[src/rtl/stack_pkg.sv]
// Shared defaults and FSM encoding for the 32x8 stack controller and its companions.
package stack_pkg;

    localparam int WIDTH = 8;
    localparam int DEPTH = 32;
    localparam int AW    = 5;

    typedef enum logic [1:0] {
        IDLE  = 2'b00,
        WRITE = 2'b01,
        READ  = 2'b10
    } state_e;

endpackage

[src/rtl/stack_ctrl32x8.sv]
// Push/pop controller for a 32x8 stack RAM: owns the stack pointer, status flags and
// the request handshake, turning each accepted request into one single-cycle RAM access.
module stack_ctrl32x8
    import stack_pkg::*;
#(
    parameter int WIDTH = stack_pkg::WIDTH,
    parameter int DEPTH = stack_pkg::DEPTH,
    parameter int AW    = stack_pkg::AW
) (
    input  logic             clk,
    input  logic             rst,
    input  logic             push,
    input  logic             pop,
    input  logic [WIDTH-1:0] din,
    output logic [WIDTH-1:0] dout,
    output logic             valid,
    output logic             ready,
    output logic             err,
    output logic [AW:0]      count,
    output logic             full,
    output logic             empty,
    output logic [AW-1:0]    ram_adr,
    output logic [WIDTH-1:0] ram_in,
    output logic             ram_rws,
    output logic             ram_cs,
    input  logic [WIDTH-1:0] ram_out
);

    state_e           state_q;
    logic [AW:0]      count_q;
    logic [WIDTH-1:0] wr_data_q;
    logic [WIDTH-1:0] dout_q;
    logic             valid_q;
    logic             err_q;
    logic             ram_cs_q;
    logic             ram_rws_q;
    logic [AW-1:0]    ram_adr_q;

    logic [AW:0]      count_up_d;
    logic [AW:0]      count_dn_d;
    logic             full_d;
    logic             empty_d;

    assign count_up_d = count_q + (AW+1)'(1);
    assign count_dn_d = count_q - (AW+1)'(1);
    assign full_d     = (count_q == (AW+1)'(DEPTH));
    assign empty_d    = (count_q == '0);

    // RAM strobes are registered at request acceptance, so nothing reaches the RAM
    // combinationally from push, pop or din.
    always_ff @(posedge clk) begin
        if (!rst) begin
            state_q   <= IDLE;
            count_q   <= '0;
            wr_data_q <= '0;
            dout_q    <= '0;
            valid_q   <= 1'b0;
            err_q     <= 1'b0;
            ram_cs_q  <= 1'b0;
            ram_rws_q <= 1'b0;
            ram_adr_q <= '0;
        end else begin
            valid_q <= 1'b0;
            err_q   <= 1'b0;
            case (state_q)
                IDLE: begin
                    if (push && pop) begin
                        err_q <= 1'b1;
                    end else if (push) begin
                        if (full_d) begin
                            err_q <= 1'b1;
                        end else begin
                            state_q   <= WRITE;
                            wr_data_q <= din;
                            ram_cs_q  <= 1'b1;
                            ram_rws_q <= 1'b1;
                            ram_adr_q <= count_q[AW-1:0];
                        end
                    end else if (pop) begin
                        if (empty_d) begin
                            err_q <= 1'b1;
                        end else begin
                            state_q   <= READ;
                            ram_cs_q  <= 1'b1;
                            ram_rws_q <= 1'b0;
                            ram_adr_q <= count_dn_d[AW-1:0];
                        end
                    end
                end
                WRITE: begin
                    state_q   <= IDLE;
                    count_q   <= count_up_d;
                    ram_cs_q  <= 1'b0;
                    ram_rws_q <= 1'b0;
                    ram_adr_q <= '0;
                end
                READ: begin
                    // ram_out is combinational from the RAM, valid during this cycle.
                    state_q   <= IDLE;
                    count_q   <= count_dn_d;
                    dout_q    <= ram_out;
                    valid_q   <= 1'b1;
                    ram_cs_q  <= 1'b0;
                    ram_rws_q <= 1'b0;
                    ram_adr_q <= '0;
                end
                default: begin
                    state_q   <= IDLE;
                    ram_cs_q  <= 1'b0;
                    ram_rws_q <= 1'b0;
                    ram_adr_q <= '0;
                end
            endcase
        end
    end

    assign dout    = dout_q;
    assign valid   = valid_q;
    assign err     = err_q;
    assign ready   = (state_q == IDLE);
    assign count   = count_q;
    assign full    = full_d;
    assign empty   = empty_d;
    assign ram_cs  = ram_cs_q;
    assign ram_rws = ram_rws_q;
    assign ram_adr = ram_adr_q;
    assign ram_in  = wr_data_q;

endmodule

[config.mk]
export PLATFORM = sky130hd
export DESIGN_NAME = stack_ctrl32x8
export DESIGN_NICKNAME = d
export VERILOG_FILES = /design/src/rtl/stack_pkg.sv /design/src/rtl/stack_ctrl32x8.sv
export SDC_FILE = /design/constraint.sdc
export NUM_CORES = 1
export LEC_CHECK = 0
export CAP_MARGIN = 10
export CORE_UTILIZATION = 44
export DETAILED_ROUTE_END_ITERATION = 8
export PLACE_DENSITY = 0.86
export SLEW_MARGIN = 20
export SYNTH_ARGS = -nofsm -noshare
export SYNTH_HDL_FRONTEND = slang
export SYNTH_SLANG_ARGS = --single-unit
[constraint.sdc]
create_clock -name clk -period 2.3 [get_ports clk]
set_clock_uncertainty 0.2 [all_clocks]
set_input_delay 0.46 -clock clk [delete_from_list [all_inputs] [get_ports clk]]
set_output_delay 0.46 -clock clk [all_outputs]
set_load 0.005 [all_outputs]
Yosys cells after proc, flatten, opt, wreduce, memory -nomap -nowiden
Index checks and enable logic that the tools add are counted. W data, S select, Z words.

Input bits: 20. Output and inout bits: 34. Flip-flop bits (word level): 33.

Reductions and logical operators: 8. Bitwise operators: 2. Equal/unequal tests: 5. Muxes and demuxes: 22. Add/sub/neg operators: 2.

Operators with widths (count): $mux W5 (4); $mux W1 (13); $pmux W6 S2 (1); $mux W2 (4); $reduce_and A4 Y1 (2); $add A6 B1 Y6 const B (1); $eq A6 B6 Y1 const B (1); $logic_not A6 Y1 (1); $sub A6 B1 Y6 const B (1); $ne A2 B2 Y1 const B (2); $reduce_bool A2 Y1 (2); $eq A2 B1 Y1 const B (1); $eq A2 B2 Y1 const B (1); $logic_not A2 Y1 (1); $not A1 Y1 (2); $reduce_and A2 Y1 (1); $logic_and A1 B1 Y1 (1).

Longest topological paths before layout
Depth in word-level cells: 5. Depth in mapped cells: 7. Depth with buffers taken out: 6.

Least setup slack after synthesis
Ideal clock, no wire load.

Kind: register -> register. From: register count_q[0] (netlist: count[0]). To: register wr_data_q[6] (netlist: ram_in[6]). Arrival time: 1784 ps. Path slack: 247 ps. Cell stages (with the launch flop): 8. Path through: dfxtp_1 > inv_1 > ha_1 > nor4b_2 > a211oi_2 > clkbuf_1 > nand3_1 > o21ai_1.

Word-level cells in the longest chain between the ends: 3.

Ends and longest elaborated chain: from (decl) (line stack_ctrl32x8.sv:30) `logic [AW:0] count_q;`; from (signal assigned) (line stack_ctrl32x8.sv:92) `count_q <= count_up_d;`; from (signal assigned) (line stack_ctrl32x8.sv:100) `count_q <= count_dn_d;`; $eq A6 B6 Y1 (line stack_ctrl32x8.sv:46) `assign full_d = (count_q == (AW+1)'(DEPTH));`; $not A1 Y1 (no source line); $reduce_and A4 Y1 (no source line); to (signal assigned) (line stack_ctrl32x8.sv:74) `wr_data_q <= din;`; to (decl) (line stack_ctrl32x8.sv:31) `logic [WIDTH-1:0] wr_data_q;`.

No other way between the ends. A chain may end at the register's enable or synchronous reset.

Worst setup path after layout
From: register count_q[1] (netlist: count[1]). To: output empty.

Word-level cells in the longest chain between the ends: 1.

Ends and longest elaborated chain: $logic_not A6 Y1 (line stack_ctrl32x8.sv:47) `assign empty_d = (count_q == '0);`; to (decl) (line stack_ctrl32x8.sv:21) `output logic empty,`.

No other way between the ends.

==> impl_metrics.py <==
metrics = {
    "run_status": {
        "violations": "negative setup slack",
        "outcome": "finished with violations",
    },
    "clocking": {
        "cts_root_buf": "clkbuf_4",
        "cts_sinks": 32,
        "insertion_delay_ns": 0.33,
        "postCtsHoldBufs": 0,
        "cts_buffers": 5,
        "cts_tree": "done",
        "path_clk_slew_ns": 0.10,
        "htree_levels": 2,
        "clockBufferDepth": 2,
    },
    "final_layout": {
        "final-seq-area_um2": 643,
        "diodes": 0,
        "nets": 269,
        "fillers": 278,
        "multi_input_area_um2": 857,
        "drive_gt1_share_pct": 17.6,
        "area_growth_pct": 54.0,
    },
    "place": {
        "dp_hpwl_mm": 2.68,
        "port_buffers": 53,
        "routabilityCongestion": 0.849,
    },
    "timing": {
        "setup_viol": 2,
        "max_slew_margin_pct": 70.0,
        "maxSlewViolCount": 0,
        "clock.fmax_ghz": 0.432,
        "rsz0062_at_grt": "true",
        "final_hold_viol_count": 0,
        "postLayoutSetupSlackWorst_ns": -0.0147,
        "period_needed_ns": 2.31,
        "tightest_slew_ns": 0.449,
        "fin_tns_setup_ns": -0.0254,
        "finalCritPeriodShare_pct": 101,
    },
    "pwr": {
        "power_switching_w": 0.000392,
        "p_leak_nw": 0.899,
        "swShare_pct": 26.0,
        "clock_power_share_pct": 31.8,
        "ir_drop_mv": 0.376,
        "powerDensity_nw_per_um2": 638,
        "p_seq_share_pct": 40.2,
        "p_total_w": 0.00151,
        "p_comb_share_pct": 28.0,
        "intPower_w": 0.00112,
    },
    "die": {
        "initial_core_util_pct": 46.0,
        "ioPinCount": 54,
        "die-width_um": 61.1,
        "core_um2": 3340,
        "row_count": 21,
        "die_y_um": 61.1,
        "dieArea_um2": 3730,
    },
    "routing": {
        "routed_wl_mm": 3.67,
        "drt-initial-drc-count": 102,
        "wl_per_cell_um": 12.6,
        "firstDrtPassIters": 4,
        "ant_nets": 0,
        "via_count": 1501,
        "vias_per_cell": 5.16,
        "drc_errors": 0,
    },
    "global_route": {
        "overflow": 0,
        "grt_antenna_before_repair": 0,
        "grt-busiest-layer": "met2",
        "grt_use_met1_pct": 25.8,
        "use_met2_pct": 36.3,
        "grtUsageMet3_pct": 7.56,
        "grt_max_degree": 26,
        "grt_pass1_vias": 1362,
        "grt_pass1_wl_mm": 5.88,
        "grt_use_total_pct": 21.7,
    },
    "setup_path": {
        "cp_max_fo": 2,
        "reg2reg_from": "count[1]",
        "critPathLaunchType": "register",
        "crit_buf_inv": 3,
        "path_cells": "inv_2 -> ha_4 -> or4b_4 -> buf_6 -> nor2_4 -> buf_2",
        "slowest_delay_ns": 0.47,
        "critPathSlowestCell": "or4b_4",
        "critical_path_class": "reg -> out",
        "cp_top_family": "simple AND/OR/NAND/NOR gates",
        "worstPathRequired_ns": 1.64,
        "crit_arrival_ns": 1.65,
        "endpoint_kind": "output port",
        "crit_start": "count[1]",
    },
    "logic_synthesis": {
        "yosysTopAreaCell": "dfxtp_1",
        "synthFlopType": "dfxtp_1",
        "synth_seq_area_share_pct": 41.7,
        "ys_ff_latch": 32,
        "synth.distinct_cells": 41,
        "post_synth.cell_area_avg_um2": 8.93,
        "synth_top_area_share_pct": 41.7,
        "synth_most_common_cell": "dfxtp_1",
        "synth_edf_count": 0,
        "synth_fp_nets": 197,
        "yosys_warnings": 0,
        "async_flop_share_pct": 0,
        "ys_top_cells_by_count": "32 x dfxtp_1, 17 x nand2_1, 12 x o21ai_1, 10 x nand3_1, 10 x nor2b_1",
        "ys_top_cells_by_area": "dfxtp_1 42%, mux2i_1 5.9%, nand2_1 4.2%",
        "syn-cell-area_um2": 1540,
        "synthCells": 172,
    },
    "job": {
        "maxCapViolations": 0,
    },
    "hold_path": {
        "hold_path_startpoint": "ram_in[2]",
        "hold_path_class": "reg -> reg",
    },
}
## routing by layer
layer  vias to the layer above  share of wire (%)  wire, µm
li1                        750                  -         -
met1                       680                 44      1620
met2                        63                 47      1730
met3                         8                7.2       266
met4                         0                1.4        50
met5                         -                  0         0
## registers in the layout, summed over array words and instances, names as in the netlist
| register | count |
|---|---|
| count | 6 |
| dout | 8 |
| err | 1 |
| ram_adr | 5 |
| ram_cs | 1 |
| ram_in | 8 |
| state_q | 2 |
| valid | 1 |
## power by group through the flow
stage	combinational, W	clock [W]	sequential (W)
after global placement	0.000371	0	0.000616
after CTS	0.000422	0.000488	0.000607
final	0.000422	0.000480	0.000607
after floorplan	0.000176	0	0.000626
after global routing	0.000459	0.000520	0.000611
after detailed placement	0.000379	0	0.000617
## cell families after synthesis
logic type	share of synthesized area, %
compound gates	17.6
flops	41.7
xor+xnor	2.85
buf+inv	4.07
fa+ha+maj	4.07
simple gates	23.1
mux	6.60
## worst paths after layout
| path | end | slack [ns] | depth (start not counted) |
|---|---|---|---|
| worst max-delay path | empty | -0.01 | 6 |
| worst min register to register | ram_in[2] | 0.25 | 2 |
| worst max register to register | ram_adr[3] | 0.13 | 8 |
| worst min-delay path | ram_in[2] | 0.25 | 2 |
## cells in the final DEF (no fill, tap or decap), types with 3 or more instances in the layout
cell             count
xnor2_1              4
nor3_1               4
dfxtp_1             30
inv_1                5
nor2b_1             10
o21ai_1             12
buf_4               19
clkdlybuf4s50_1     51
clkbuf_4             5
nand2_1             17
a21oi_1              8
nand3_1             10
nor2_1               6
ha_1                 4
o221ai_1             3
and2_1               6
mux2i_1              9
## metrics by stage
step	hold WS, ns	setup WS, ns	area (µm²)	instances	util [%]
floorplan	0.245	0.247	1540	172	-
global placement	0.235	0.0282	2220	280	66.6
detailed placement	0.243	-0.0536	2220	280	66.6
CTS	0.255	-0.0440	2360	291	70.9
global route	0.279	-0.0890	2360	291	70.9
finish	0.252	-0.0147	2360	291	70.9
## worst min-delay path, stage by stage (launching register included)
cell and delay, ns:
dfxtp_1 0.32, nand2_1 0.05, o21ai_1 0.05
## final cells by class
class	instances	share of cell area, %
Timing Repair Buffer	74	29.0
Tap cell	46	2.43
Clock buffer	7	2.75
Clock inverter	1	1.27
Multi-Input combinational cell	124	36.2
Sequential cell	32	27.2
Inverter	7	1.11
## what timing repair did
item	CTS	global route
endpoints found under the setup margin	2	2
buffers inserted	3	0
pin swaps	1	1
gates cloned	0	0
endpoints found under the hold margin	0	0
gates resized for setup	18	0
Note: power is estimated with default switching activity, not from simulation.
